$ cat config.mk
export PLATFORM = sky130hd
export DESIGN_NAME = fpu_align_add
export DESIGN_NICKNAME = d
export VERILOG_FILES = /design/src/rtl/fpu_align_add.sv
export SDC_FILE = /design/constraint.sdc
export NUM_CORES = 1
export LEC_CHECK = 0
export CAP_MARGIN = 10
export CORE_AREA = 4 4 128 130
export CTS_BUF_LIST = sky130_fd_sc_hd__clkbuf_4 sky130_fd_sc_hd__clkbuf_8 sky130_fd_sc_hd__clkbuf_16
export DETAILED_ROUTE_END_ITERATION = 16
export DIE_AREA = 0 0 132 134
export GPL_TIMING_DRIVEN = 0
export PLACE_DENSITY = 0.76
export RECOVER_POWER = 100
export SETUP_SLACK_MARGIN = 0.15
export SLEW_MARGIN = 20
export SYNTH_ARGS = -nofsm -noshare
export SYNTH_HDL_FRONTEND = slang
export SYNTH_SLANG_ARGS = --single-unit
$ cat constraint.sdc
create_clock -name clk -period 3.9 [get_ports clk]
set_input_delay 0.39 -clock clk [delete_from_list [all_inputs] [get_ports clk]]
set_output_delay 0.39 -clock clk [all_outputs]
set_load 0.005 [all_outputs]
$ cat src/rtl/fpu_align_add.sv
// Purpose: align two IEEE-754 single operands for addition (select larger, shift smaller, track sticky).
// Latency: result valid 2 + min(exponent difference, MAX_SHIFT) cycles after the accept cycle.
// Backpressure: one operation in flight; result held in DONE until out_ready, in_ready only in IDLE.
module fpu_align_add #(
  parameter int MAX_SHIFT = 25
) (
  input  logic        clk,
  input  logic        rst,
  input  logic        in_valid,
  output logic        in_ready,
  input  logic [31:0] op_a,
  input  logic [31:0] op_b,
  output logic        out_valid,
  input  logic        out_ready,
  output logic [7:0]  higher_exponent,
  output logic [24:0] frac_large,
  output logic [24:0] frac_small,
  output logic        sticky,
  output logic        sign_large,
  output logic        sign_small,
  output logic        swapped
);

  localparam logic [7:0] MAX_SHIFT_8 = 8'(MAX_SHIFT);

  typedef enum logic [1:0] {IDLE, COMPARE, SHIFT, DONE} state_t;

  state_t      state, state_nxt;
  logic [31:0] a_q, b_q;
  logic [7:0]  cnt;

  logic [7:0]  exp_a, exp_b, eff_a, eff_b, diff, shift_init;
  logic [24:0] fr_a, fr_b;
  logic        b_larger;

  // Decode captured operands and decide ordering and shift amount.
  always_comb begin
    exp_a = a_q[30:23];
    exp_b = b_q[30:23];
    eff_a = (exp_a == 8'd0) ? 8'd1 : exp_a;
    eff_b = (exp_b == 8'd0) ? 8'd1 : exp_b;
    fr_a  = {1'b0, (exp_a != 8'd0), a_q[22:0]};
    fr_b  = {1'b0, (exp_b != 8'd0), b_q[22:0]};
    // Tie-break on the full fraction: when stored exponents match this is the
    // mantissa compare, and it also orders exp=1 above a denormal correctly.
    b_larger   = (eff_b > eff_a) || ((eff_b == eff_a) && (fr_b > fr_a));
    diff       = b_larger ? (eff_b - eff_a) : (eff_a - eff_b);
    shift_init = (diff > MAX_SHIFT_8) ? MAX_SHIFT_8 : diff;
  end

  // State register.
  always_ff @(posedge clk) begin
    if (rst) state <= IDLE;
    else     state <= state_nxt;
  end

  // Next-state logic and handshake outputs.
  always_comb begin
    state_nxt = state;
    in_ready  = 1'b0;
    out_valid = 1'b0;
    case (state)
      IDLE: begin
        in_ready = 1'b1;
        if (in_valid) state_nxt = COMPARE;
      end
      COMPARE: state_nxt = (shift_init != 8'd0) ? SHIFT : DONE;
      SHIFT:   if (cnt <= 8'd1) state_nxt = DONE;
      DONE: begin
        out_valid = 1'b1;
        if (out_ready) state_nxt = IDLE;
      end
      default: state_nxt = IDLE;
    endcase
  end

  // Datapath: capture, select/load, then one-bit-per-cycle right shift.
  always_ff @(posedge clk) begin
    if (rst) begin
      a_q             <= '0;
      b_q             <= '0;
      cnt             <= '0;
      higher_exponent <= '0;
      frac_large      <= '0;
      frac_small      <= '0;
      sticky          <= 1'b0;
      sign_large      <= 1'b0;
      sign_small      <= 1'b0;
      swapped         <= 1'b0;
    end else begin
      case (state)
        IDLE: begin
          if (in_valid) begin
            a_q <= op_a;
            b_q <= op_b;
          end
        end
        COMPARE: begin
          swapped         <= b_larger;
          higher_exponent <= b_larger ? eff_b : eff_a;
          frac_large      <= b_larger ? fr_b : fr_a;
          frac_small      <= b_larger ? fr_a : fr_b;
          sign_large      <= b_larger ? b_q[31] : a_q[31];
          sign_small      <= b_larger ? a_q[31] : b_q[31];
          cnt             <= shift_init;
          sticky          <= 1'b0;
        end
        SHIFT: begin
          frac_small <= frac_small >> 1;
          sticky     <= sticky | frac_small[0];
          cnt        <= cnt - 8'd1;
        end
        default: ;
      endcase
    end
  end

endmodule
==> run metrics, run 1 <==
status=finished, final reports clean; average instance area after synthesis=7.94 µm²; number of cells produced by synthesis=910; CTS sink count=134; number of routed nets with antenna violations=0; max incr delay on CP=between 0.4 and 0.5 ns; final wirelength=21,800 µm; layout cell share with drive strength beyond 1=0.0901; worst r2r src=a_q[26]; clock input transition at the sequential cells of the worst setup and hold paths=0.06 ns; start point of the worst hold path=frac_large[9]; number of stages on the worst hold path=2; Worst R2R End=cnt[0]; clk_skew=0.00764 ns; leakage power summed over all cells=3.96 nW; Antenna diodes=0; worst ir drop on vdd=0.553 mV; slew at the pin closest to its max-slew limit=roughly 0.85 ns; cts bufs inserted=17; number of enable-type register cells in the synthesized netlist=0; vias in the first global route=6,724; RSZ-0062 raised after global routing=yes; number of hold violations in the final report=0; Root Driver=sky130_fd_sc_hd__clkbuf_16; routability congestion estimate from global placement=0.895; Most used DFF post-synth=sky130_fd_sc_hd__dfxtp_1; final setup fails=0; type of the tightest min-delay check=reg -> reg; I/O pin count=132; max-slew headroom at the worst pin=0.433; power density relative to cell area=833 mW/mm²; detailed-placement wirelength estimate=15,800 µm; violation count after the first detailed-routing iteration=570; WP data arrival=4.02 ns; count of max-cap constraint violations=0; count of distinct cell types in the synthesized netlist=55; DRC violation count after routing=0; critical path required time=roughly 4.2 ns; slack of the worst reg-to-reg path=just under 0.2 ns; global-route wire length before repair=34,200 µm; core area=0.0151 mm²; clock insertion delay at the later pin of the skew report=around 0.43 ns; Hold EP=frac_large[9]; highest clock frequency the design can meet=270 MHz; netlist area before placement=0.00722 mm²; Tcrit/Tclk final=0.949; synthesis warning total=0; synthesis-to-layout area growth=33.6%; total global routing overflow=0; pin count of the biggest net entering global routing=17; WS Path Type=reg -> reg; placement row count=45; routed via count divided by cell count=5.49; vias post-DR=7,002; routed wire length per instance=17.1 µm; H-tree levels=4; final worst path period need=between 3 and 4 ns; most used cell along the critical path=sky130_fd_sc_hd__inv_2; largest fanout of any net on the critical path=5; TritonCTS clock tree=built; GRT Resource Usage Total=0.242; die width=132 µm; number of antenna violations at the first check in global routing=0; worst reg2reg path depth=19; net count reported at finish=1,191; # fillers=1,272; vertical die dimension=around 130 µm; final slew viol count=0; crit start category=flip-flop; I/O Buffers=about 130; Total Power=8.04 mW; register bit total from synthesis=134; Longest Clk Path Bufs=2; series of cell instances along the critical path=buf_6, or4_4, nor2_4, nor2_4, inv_2, ha_4, inv_2, fa_2, inv_2, o31ai_4, a2111oi_4, nor2_2, a21oi_4, buf_6, mux2i_2, xor2_1, buf_4, nor2_2, o31a_1; slowest stage cell on the critical path=sky130_fd_sc_hd__or4_4; sequential cell area fraction in the yosys report=0.371; Starting Density=0.477; die area=0.0177 mm²; Post-Route Setup TNS=0 ns; share of synthesized registers carrying an async set or reset=0; CP Capture Type=flip-flop; number of search-and-repair iterations in the first detailed-routing pass=5
cell families after synthesis:
group	Yosys count	synth area share
other	1	0.000519
XOR/XNOR	14	0.0180
flip-flops	134	0.371
multiplexers	79	0.109
AO/OA/AOI/OAI	206	0.173
buffers and inverters	125	0.0707
AND/OR/NAND/NOR	304	0.174
adder cells (fa/ha/maj)	47	0.0835
worst max-delay path, delay by kind of cell, from the launching register on:
kind | cells | cell delay (ns)
DFF | 1 | 0.30
xor gates and xnor gates | 1 | 0.16
AOI/OAI and AO/OA | 4 | 0.95
muxes | 1 | 0.22
adders and majority gates | 2 | 0.49
buffers and inverters | 6 | 0.65
and+or+nand+nor | 5 | 0.82
routing by layer:
metal / vias up / routed length (µm) / track usage
met5: - / 0 / 0
met4: 0 / 429 / 0.0869
met3: 37 / 1640 / 0.0570
met2: 289 / 10200 / 0.399
met1: 3258 / 9470 / 0.312
li1: 3418 / - / -
state kept, by name, indices dropped and copies added, names as in the netlist:
name	cells
a_q	32
b_q	32
frac_large	24
frac_small	24
cnt	8
higher_exponent	8
state	2
sign_large	1
sign_small	1
sticky	1
swapped	1
per-stage QoR:
stage               utilization  cells  worst slack [ns]  hold WS (ns)  cell area [µm²]
finish                    0.637   1276             0.198         0.482             9650
global route              0.637   1276            0.0460         0.504             9650
CTS                       0.624   1268             0.164         0.486             9450
detailed placement        0.577   1227            -0.401         0.471             8740
global placement          0.577   1227            -0.478         0.461             8740
floorplan                     -    911             0.216         0.445             7230
power by group:
| group | switching (mW) | leakage, nW | internal (mW) |
|---|---|---|---|
| logic | 2.49 | 2.58 | 1.99 |
| registers | 0.299 | 1.10 | 1.72 |
| clock network | 0.594 | 0.282 | 0.949 |
cell type report:
type	count	area [µm²]	share of cell area
Buffer	74	350	0.0363
Clock buffer	23	495	0.0513
Clock inverter	8	73.8	0.00765
Inverter	51	191	0.0198
Multi-Input combinational cell	652	4210	0.436
Sequential cell	134	2680	0.278
Tap cell	188	235	0.0244
Timing Repair Buffer	146	1410	0.146
repair_timing:
item                       CTS  global route
hold endpoints to repair     0             0
resized for setup           18            38
setup buffers                9             8
hold buffers                 0             0
setup endpoints to repair   65            51
gates cloned                 1             0
pin swaps                    8            16
layout by cell type, fill, tap and decap left out, drive strengths merged, types with 9 or more instances in the layout:
master and instances:
buf 33, clkdlybuf4s50 66, mux2i 79, ha 45, xnor2 9, a21oi 98
o21ai 41, dlygate4sd3 62, nor3 9, nand2 170, nor2 87, dfxtp 134
inv 51, clkbuf 82, a211oi 37
synthesized netlist by cell type (all sizes together), types with 5 or more instances:
master	n	area [µm²]
nand2	170	641
dfxtp	134	2680
a21oi	98	494
nor2	87	327
mux2i	79	791
clkbuf	56	210
inv	51	191
ha	45	563
o21ai	41	205
a211oi	37	278
buf	18	109
nor3	9	45.0
xnor2	9	78.8
nand4	8	50.1
o21a	6	45.0
xor2	5	51.3
worst max path at each step:
stage | start | to | slack, ns | depth (start not counted)
5_1_grt | a_q[26] | state[0] | 0.05 | 19
2_1_floorplan | a_q[25] | cnt[0] | 0.22 | 18
3_5_place_dp | b_q[26] | cnt[0] | -0.40 | 12
3_3_place_gp | b_q[26] | cnt[0] | -0.48 | 12
6_report | a_q[26] | cnt[0] | 0.20 | 19
4_1_cts | a_q[25] | cnt[2] | 0.16 | 19
No activity file was read; power rests on OpenSTA's default activity.
==> run 2, diff against run 1 <==
- CORE_AREA: 4 4 128 130 -> 4 4 149 151
- DIE_AREA: 0 0 132 134 -> 0 0 153 155
- PLACE_DENSITY: 0.76 -> not set
==> run 2 against run 1 <==
Worst hold slack worse by 0.0037 ns. Sequential cell count stayed put. Maximum frequency shrank 3.2%. Critical path depth unchanged. Die area increased by 34%. Clock skew barely moved. Clock-buffer cell count down 4. Sequential power about the same. Setup slack got worse by 0.12 ns. Register-to-register slack worse by 0.12 ns. Critical endpoint is now cnt[1]. Cell area increased by 5.3%. Clock power rose by 20%.
==> run metrics, run 2 (synthesized netlist as in run 1, its figures left out) <==
status=finished, final reports clean; total of hold buffers inserted after clock tree synthesis=0 (unchanged); slack of the worst reg-to-reg path=0.08 ns (-0.12 ns); DRC violation count after routing=0 (unchanged); I/O Buffers=128 (unchanged); final core area utilization=0.488 (-0.149); Root Driver=sky130_fd_sc_hd__clkbuf_16; pin count of the biggest net entering global routing=17 (unchanged); number of search-and-repair iterations in the first detailed-routing pass=7 (+2); final slew viol count=0 (unchanged); highest clock frequency the design can meet=262 MHz (-3.2%); internal power component=5.45 mW (+17%); number of antenna violations at the first check in global routing=0 (unchanged); critical path required time=4.22 ns (about the same); part of the total power dissipated in sequential elements=0.222 (-0.029); start point of the worst hold path=b_q[31]; Post-Route Setup TNS=0 ns (unchanged); Antenna diodes=0 (unchanged); area of all placed cells without fillers=0.0102 mm² (+5.3%); detailed-placement wirelength estimate=17,000 µm (+7.8%); leakage power summed over all cells=4.11 nW (+3.9%); Clock Power Share=0.204 (+0.012); Placed Area=0.00885 mm² (+1.2%); clock input transition at the sequential cells of the worst setup and hold paths=0.06 ns (about the same); Longest Clk Path Bufs=2 (unchanged); WS Path Type=reg -> reg; worst reg2reg path depth=19 (unchanged); final wirelength=23,000 µm (+5.7%); WP data arrival=4.14 ns (+0.12 ns); slew at the pin closest to its max-slew limit=0.888 ns (+0.0367 ns); Tcrit/Tclk final=0.980 (+0.0311); vertical die dimension=155 µm (+16%); routability congestion estimate from global placement=0.898 (+0.32%); largest fanout of any net on the critical path=4 (-1); worst ir drop on vdd=0.435 mV (-21%); number of routed nets with antenna violations=0 (unchanged); cts bufs inserted=17 (unchanged); clock insertion delay at the later pin of the skew report=0.43 ns (about the same); violation count after the first detailed-routing iteration=372 (-35%); final setup fails=0 (unchanged); die area=0.0237 mm² (+34%); # fillers=2,074 (+63%); routed via count divided by cell count=4.96 (-9.7%); power density relative to cell area=890 mW/mm² (+7.0%); crit start category=flip-flop; type of the tightest min-delay check=reg -> reg; I/O pin count=132 (unchanged); routed wire length per instance=16.7 µm (-2.2%); placement row count=53 (+18%); number of stages on the worst hold path=2 (unchanged); Worst R2R End=cnt[1]; CTS sink count=134 (unchanged); count of max-cap constraint violations=0 (unchanged); clk_skew=0.00763 ns (-0.00000991 ns); share of total power consumed by net switching=0.398 (-0.0235); number of hold violations in the final report=0 (unchanged); most used cells in the layout excluding fill and tap cells=sky130_fd_sc_hd__nand2_1 (169), sky130_fd_sc_hd__dfxtp_1 (133), sky130_fd_sc_hd__a21oi_1 (94); Net Sw Power=3.60 mW (+6.3%); vias in the first global route=6,544 (-2.7%); net count reported at finish=1,206 (+1.3%); die width=153 µm (+16%); commonest non-fill, non-tap cell in the layout=sky130_fd_sc_hd__nand2_1; CP Capture Type=flip-flop; TritonCTS clock tree=built; core area=0.0208 mm² (+37%); part of the total power dissipated in combinational logic=0.574 (+0.017); RSZ-0062 raised after global routing=yes; final worst path period need=3.82 ns (+0.121 ns); worst r2r src=a_q[25]; layout cell share with drive strength beyond 1=0.119 (+0.0286); max-slew headroom at the worst pin=0.408 (-0.0245); Top Registers=a_q x32, b_q x32; synthesis-to-layout area growth=40.7%; GRT Resource Usage Total=0.188 (-0.0545); global-route wire length before repair=35,300 µm (+3.4%); Hold EP=b_q[31]; H-tree levels=4 (unchanged); vias post-DR=6,834 (-2.4%); total global routing overflow=0 (unchanged); Starting Density=0.347 (-0.130)
-- run 2: final cells by class --
type	instances	area, µm²	share of cell area
multi-input cells	652	4270	0.420
flip-flops and latches	134	2680	0.264
repair buffers	161	1580	0.156
clock buffers	19	447	0.0439
plain buffers	74	415	0.0409
well taps	275	344	0.0339
clock inverters	13	226	0.0223
inverters	51	191	0.0188
-- run 2: how the worst max path moves through the flow --
stage / startpoint / endpoint / slack [ns] / cells after the start
CTS: a_q[25] / cnt[2] / 0.15 / 19
detailed placement: a_q[25] / cnt[1] / -0.60 / 13
global route: a_q[25] / cnt[1] / -0.11 / 19
floorplan: a_q[25] / cnt[0] / 0.22 / 18
finish: a_q[25] / cnt[1] / 0.08 / 19
global placement: a_q[25] / cnt[1] / -0.51 / 13
-- run 2: what timing repair did --
action,4_1_cts,5_1_grt
endpoints found under the setup margin,65,62
pin swaps,9,22
cloned,0,2
resized for setup,24,81
endpoints found under the hold margin,0,0
buffers inserted,11,20
-- run 2: metal layers --
metal  track usage  routed length, µm
met5             0                  0
met1         0.261              10900
met4        0.0581                373
met3        0.0356               1230
met2         0.297              10500
-- run 2: metrics by stage --
| step | setup slack, ns | hold WS [ns] | power (mW) | cells |
|---|---|---|---|---|
| after global placement | -0.511 | 0.463 | 6.04 | 1314 |
| final | 0.0766 | 0.478 | 9.05 | 1379 |
| after global routing | -0.107 | 0.503 | 9.58 | 1379 |
| after CTS | 0.147 | 0.473 | 8.26 | 1357 |
| after detailed placement | -0.603 | 0.464 | 6.07 | 1314 |
| after floorplan | 0.216 | 0.445 | 4.70 | 911 |
-- run 2: worst max-delay path: stages (launching register included) --
cell and delay (ns):
sky130_fd_sc_hd__dfxtp_2 0.31, sky130_fd_sc_hd__buf_6 0.11, sky130_fd_sc_hd__or4_4 0.54, sky130_fd_sc_hd__nor2_4 0.15
sky130_fd_sc_hd__nor2_4 0.06, sky130_fd_sc_hd__inv_2 0.07, sky130_fd_sc_hd__ha_4 0.13, sky130_fd_sc_hd__inv_2 0.04
sky130_fd_sc_hd__fa_2 0.36, sky130_fd_sc_hd__inv_2 0.10, sky130_fd_sc_hd__o31ai_4 0.09, sky130_fd_sc_hd__a2111oi_4 0.42
sky130_fd_sc_hd__nor2_2 0.10, sky130_fd_sc_hd__a21oi_2 0.17, sky130_fd_sc_hd__buf_6 0.14, sky130_fd_sc_hd__mux2i_2 0.23
sky130_fd_sc_hd__xor2_1 0.16, sky130_fd_sc_hd__buf_4 0.16, sky130_fd_sc_hd__nor2_4 0.04, sky130_fd_sc_hd__o41ai_2 0.33
-- run 2: power groups by stage --
| stage | sequential, mW | clock (mW) | combinational (mW) |
|---|---|---|---|
| 6_report | 2.01 | 1.85 | 5.19 |
| 2_1_floorplan | 1.97 | 0 | 2.73 |
| 5_1_grt | 2.06 | 1.93 | 5.59 |
| 3_3_place_gp | 2.03 | 0 | 4.01 |
| 4_1_cts | 2.01 | 1.87 | 4.37 |
| 3_5_place_dp | 2.03 | 0 | 4.04 |
==> run 3, diff against run 2 <==
- ABC_AREA: not set -> 1
- CORE_AREA: 4 4 149 151 -> 4 4 150 152
- DIE_AREA: 0 0 153 155 -> 0 0 154 156
==> run 3 against run 2 <==
Worst hold slack got worse by 0.0089 ns. Critical path type unchanged. Sequential share of layout area rose by 1.9 points. Setup slack improved by 0.36 ns. Synthesized cell count rose by 15%. Clock-buffer cell count did not move.
==> run metrics, run 3 <==
status=finished, final reports clean; start point of the worst hold path=cnt[1]; register bit total from synthesis=134 (unchanged); crit start category=flip-flop; Top Registers=a_q x32, b_q x32; Longest Clk Path Bufs=2 (unchanged); Total Power=9.07 mW (+0.17%); start point of the critical path=b_q[30]; Starting Density=0.346 (-0.00138); largest fanout of any net on the critical path=10 (+6); total of hold buffers inserted after clock tree synthesis=0 (unchanged); cell type with the highest aggregate area in the netlist=sky130_fd_sc_hd__dfxtp_1; slowest stage cell on the critical path=sky130_fd_sc_hd__dfxtp_1; worst reg2reg path depth=19 (unchanged); detailed-placement wirelength estimate=18,100 µm (+6.5%); Antenna diodes=0 (unchanged); count leader, synth=sky130_fd_sc_hd__o21ai_0; routed via count divided by cell count=4.89 (-1.3%); final slew viol count=0 (unchanged); most frequent cells after synthesis=sky130_fd_sc_hd__o21ai_0 (159), sky130_fd_sc_hd__nand2_1 (145), sky130_fd_sc_hd__nor2_1 (142); number of enable-type register cells in the synthesized netlist=0 (unchanged); number of antenna violations at the first check in global routing=0 (unchanged); cts bufs inserted=17 (unchanged); final setup fails=0 (unchanged); GRT Resource Usage Total=0.197 (+0.00896); series of cell instances along the critical path=nor4_1, inv_1, nor2_1, inv_1, ha_1, nand2_1, nor2_1, nand2_1, nor2_1, nand2_1, nand3_1, nand2_1, nand2_4, buf_12, buf_6, buf_2, a21oi_1, o21ai_1, a21oi_1; core area=0.0210 mm² (+0.96%); Root Driver=sky130_fd_sc_hd__clkbuf_16; I/O pin count=132 (unchanged); # fillers=2,201 (+6.1%); CTS sink count=134 (unchanged); Placed Area=0.00889 mm² (+0.45%); power density relative to cell area=955 mW/mm² (+7.3%); area of all placed cells without fillers=0.00949 mm² (-6.6%); clock insertion delay at the later pin of the skew report=0.43 ns (about the same); routability congestion estimate from global placement=0.889 (-0.97%); WP data arrival=3.76 ns (-0.38 ns); netlist area before placement=0.00726 mm² (+0.55%); max incr delay on CP=0.35 ns (-0.19 ns); TritonCTS clock tree=built; count of distinct cell types in the synthesized netlist=35 (-36%); sequential cell area fraction in the yosys report=0.369 (-0.00205); commonest non-fill, non-tap cell in the layout=sky130_fd_sc_hd__o21ai_0; clk_skew=0.0106 ns (+0.00296 ns); clock input transition at the sequential cells of the worst setup and hold paths=0.06 ns (about the same); share of synthesized registers carrying an async set or reset=0 (unchanged); routed wire length per instance=16.1 µm (-3.5%); I/O Buffers=128 (unchanged); post-CTS resize count=0 (-100%); DRC violation count after routing=0 (unchanged); worst r2r src=b_q[30]; leakage power summed over all cells=4.25 nW (+3.4%); global-route wire length before repair=37,300 µm (+5.4%); worst slack, placed=0.455 ns (+1.06 ns); number of search-and-repair iterations in the first detailed-routing pass=7 (unchanged); pin count of the biggest net entering global routing=17 (unchanged); most used cells in the layout excluding fill and tap cells=sky130_fd_sc_hd__o21ai_0 (164), sky130_fd_sc_hd__nand2_1 (146), sky130_fd_sc_hd__nor2_1 (142); vertical die dimension=156 µm (+0.65%); share of Yosys cell area claimed by the top area cell type=0.369 (-0.00205); slack of the worst reg-to-reg path=0.44 ns (+0.36 ns); number of post-CTS setup repair buffers=0 (-11); critical path required time=4.20 ns (-0.02 ns); RSZ-0062 raised after global routing=no; final worst path period need=3.46 ns (-0.362 ns); highest clock frequency the design can meet=289 MHz (+10%); max-slew headroom at the worst pin=0.491 (+0.0832); family with the most delay on the worst path=simple AND/OR/NAND/NOR gates; Tcrit/Tclk final=0.888 (-0.0927); violation count after the first detailed-routing iteration=602 (+62%); Worst R2R End=frac_small[23]; most used cell along the critical path=sky130_fd_sc_hd__nand2_1; number of hold violations in the final report=0 (unchanged); WS Path Type=reg -> reg; worst slack on hold paths=0.469 ns (-0.00886 ns); die width=154 µm (+0.65%); layout cell share with drive strength beyond 1=0.0613 (-0.0574); type of the tightest min-delay check=reg -> reg; Hold EP=cnt[1]; synthesis-to-layout area growth=30.6%; total global routing overflow=0 (unchanged); largest cells by area after synthesis=sky130_fd_sc_hd__dfxtp_1 (37%), sky130_fd_sc_hd__o21ai_0 (11%), sky130_fd_sc_hd__ha_1 (7.8%); count of max-cap constraint violations=0 (unchanged); Post-Route Setup TNS=0 ns (unchanged); number of stages on the worst hold path=2 (unchanged); die area=0.0240 mm² (+1.3%); worst ir drop on vdd=0.475 mV (+9.0%); placement row count=53 (unchanged); average instance area after synthesis=6.94 µm² (-13%); setup slack of the critical path after layout=0.438 ns (+0.362 ns); number of cells produced by synthesis=1,047 (+15%); CP Capture Type=flip-flop; vias post-DR=7,251 (+6.1%); final wirelength=23,900 µm (+3.8%); slew at the pin closest to its max-slew limit=0.763 ns (-0.125 ns); number of routed nets with antenna violations=0 (unchanged); H-tree levels=4 (unchanged); Most used DFF post-synth=sky130_fd_sc_hd__dfxtp_1; vias in the first global route=6,966 (+6.4%); net count reported at finish=1,310 (+8.6%); number of buffers and inverters on the critical path=5 (-1); synthesis warning total=0 (unchanged)
==> run 3: changes by cell type after synthesis, sizes merged, moves of 6 or more <==
cell / change
nand3: +36
mux2i: -79
xnor2: -9
a31oi: +27
a21oi: -9
nor2: +58
nor3: -7
nand2: -8
a211oi: -37
o21a: -6
o21ai: +125
inv: +73
==> run 3: cell families after synthesis <==
logic type | synth area share
other | 0.000516
AOI/OAI and AO/OA | 0.213
xor gates and xnor gates | 0.0121
buffers and inverters | 0.109
DFF | 0.369
and+or+nand+nor | 0.213
adders and majority gates | 0.0830
==> run 3: worst max path at each step <==
stage,cells past startpoint,end
after floorplan,23,state[0]
after global placement,18,higher_exponent[1]
after detailed placement,18,higher_exponent[1]
after CTS,18,higher_exponent[1]
after global routing,20,higher_exponent[3]
final,19,frac_small[23]
==> run 3: final cells by class <==
cell class	count	area [µm²]	share of cell area
inverters	126	473	0.0498
multi-input cells	715	3780	0.399
clock buffers	19	453	0.0477
flip-flops and latches	134	2680	0.283
well taps	275	344	0.0363
clock inverters	13	146	0.0154
plain buffers	73	324	0.0342
repair buffers	128	1280	0.135
==> run 3: power by group <==
part | switching, mW | internal [mW]
registers | 0.393 | 1.88
clock network | 0.658 | 0.980
logic | 3.28 | 1.87
==> run 3: worst reg2reg max path, delay by kind of cell, from the launching register on <==
kind	cells	cell delay [ns]
and+or+nand+nor	10	1.56
buffers and inverters	5	0.75
AOI/OAI and AO/OA	3	0.36
DFF	1	0.35
adders and majority gates	1	0.31
==> run 3: per-layer routing <==
layer  share of wire  global-route usage  vias up
li1                -                   -     3709
met1            0.47               0.270     3275
met2            0.45               0.310      237
met3           0.062              0.0416       30
met4           0.019              0.0643        0
met5               0                   0        -
==> run 3: per-stage QoR <==
stage               utilization  cells
global placement          0.423   1451
CTS                       0.452   1483
global route              0.451   1483
detailed placement        0.423   1451
floorplan                     -   1048
finish                    0.451   1483
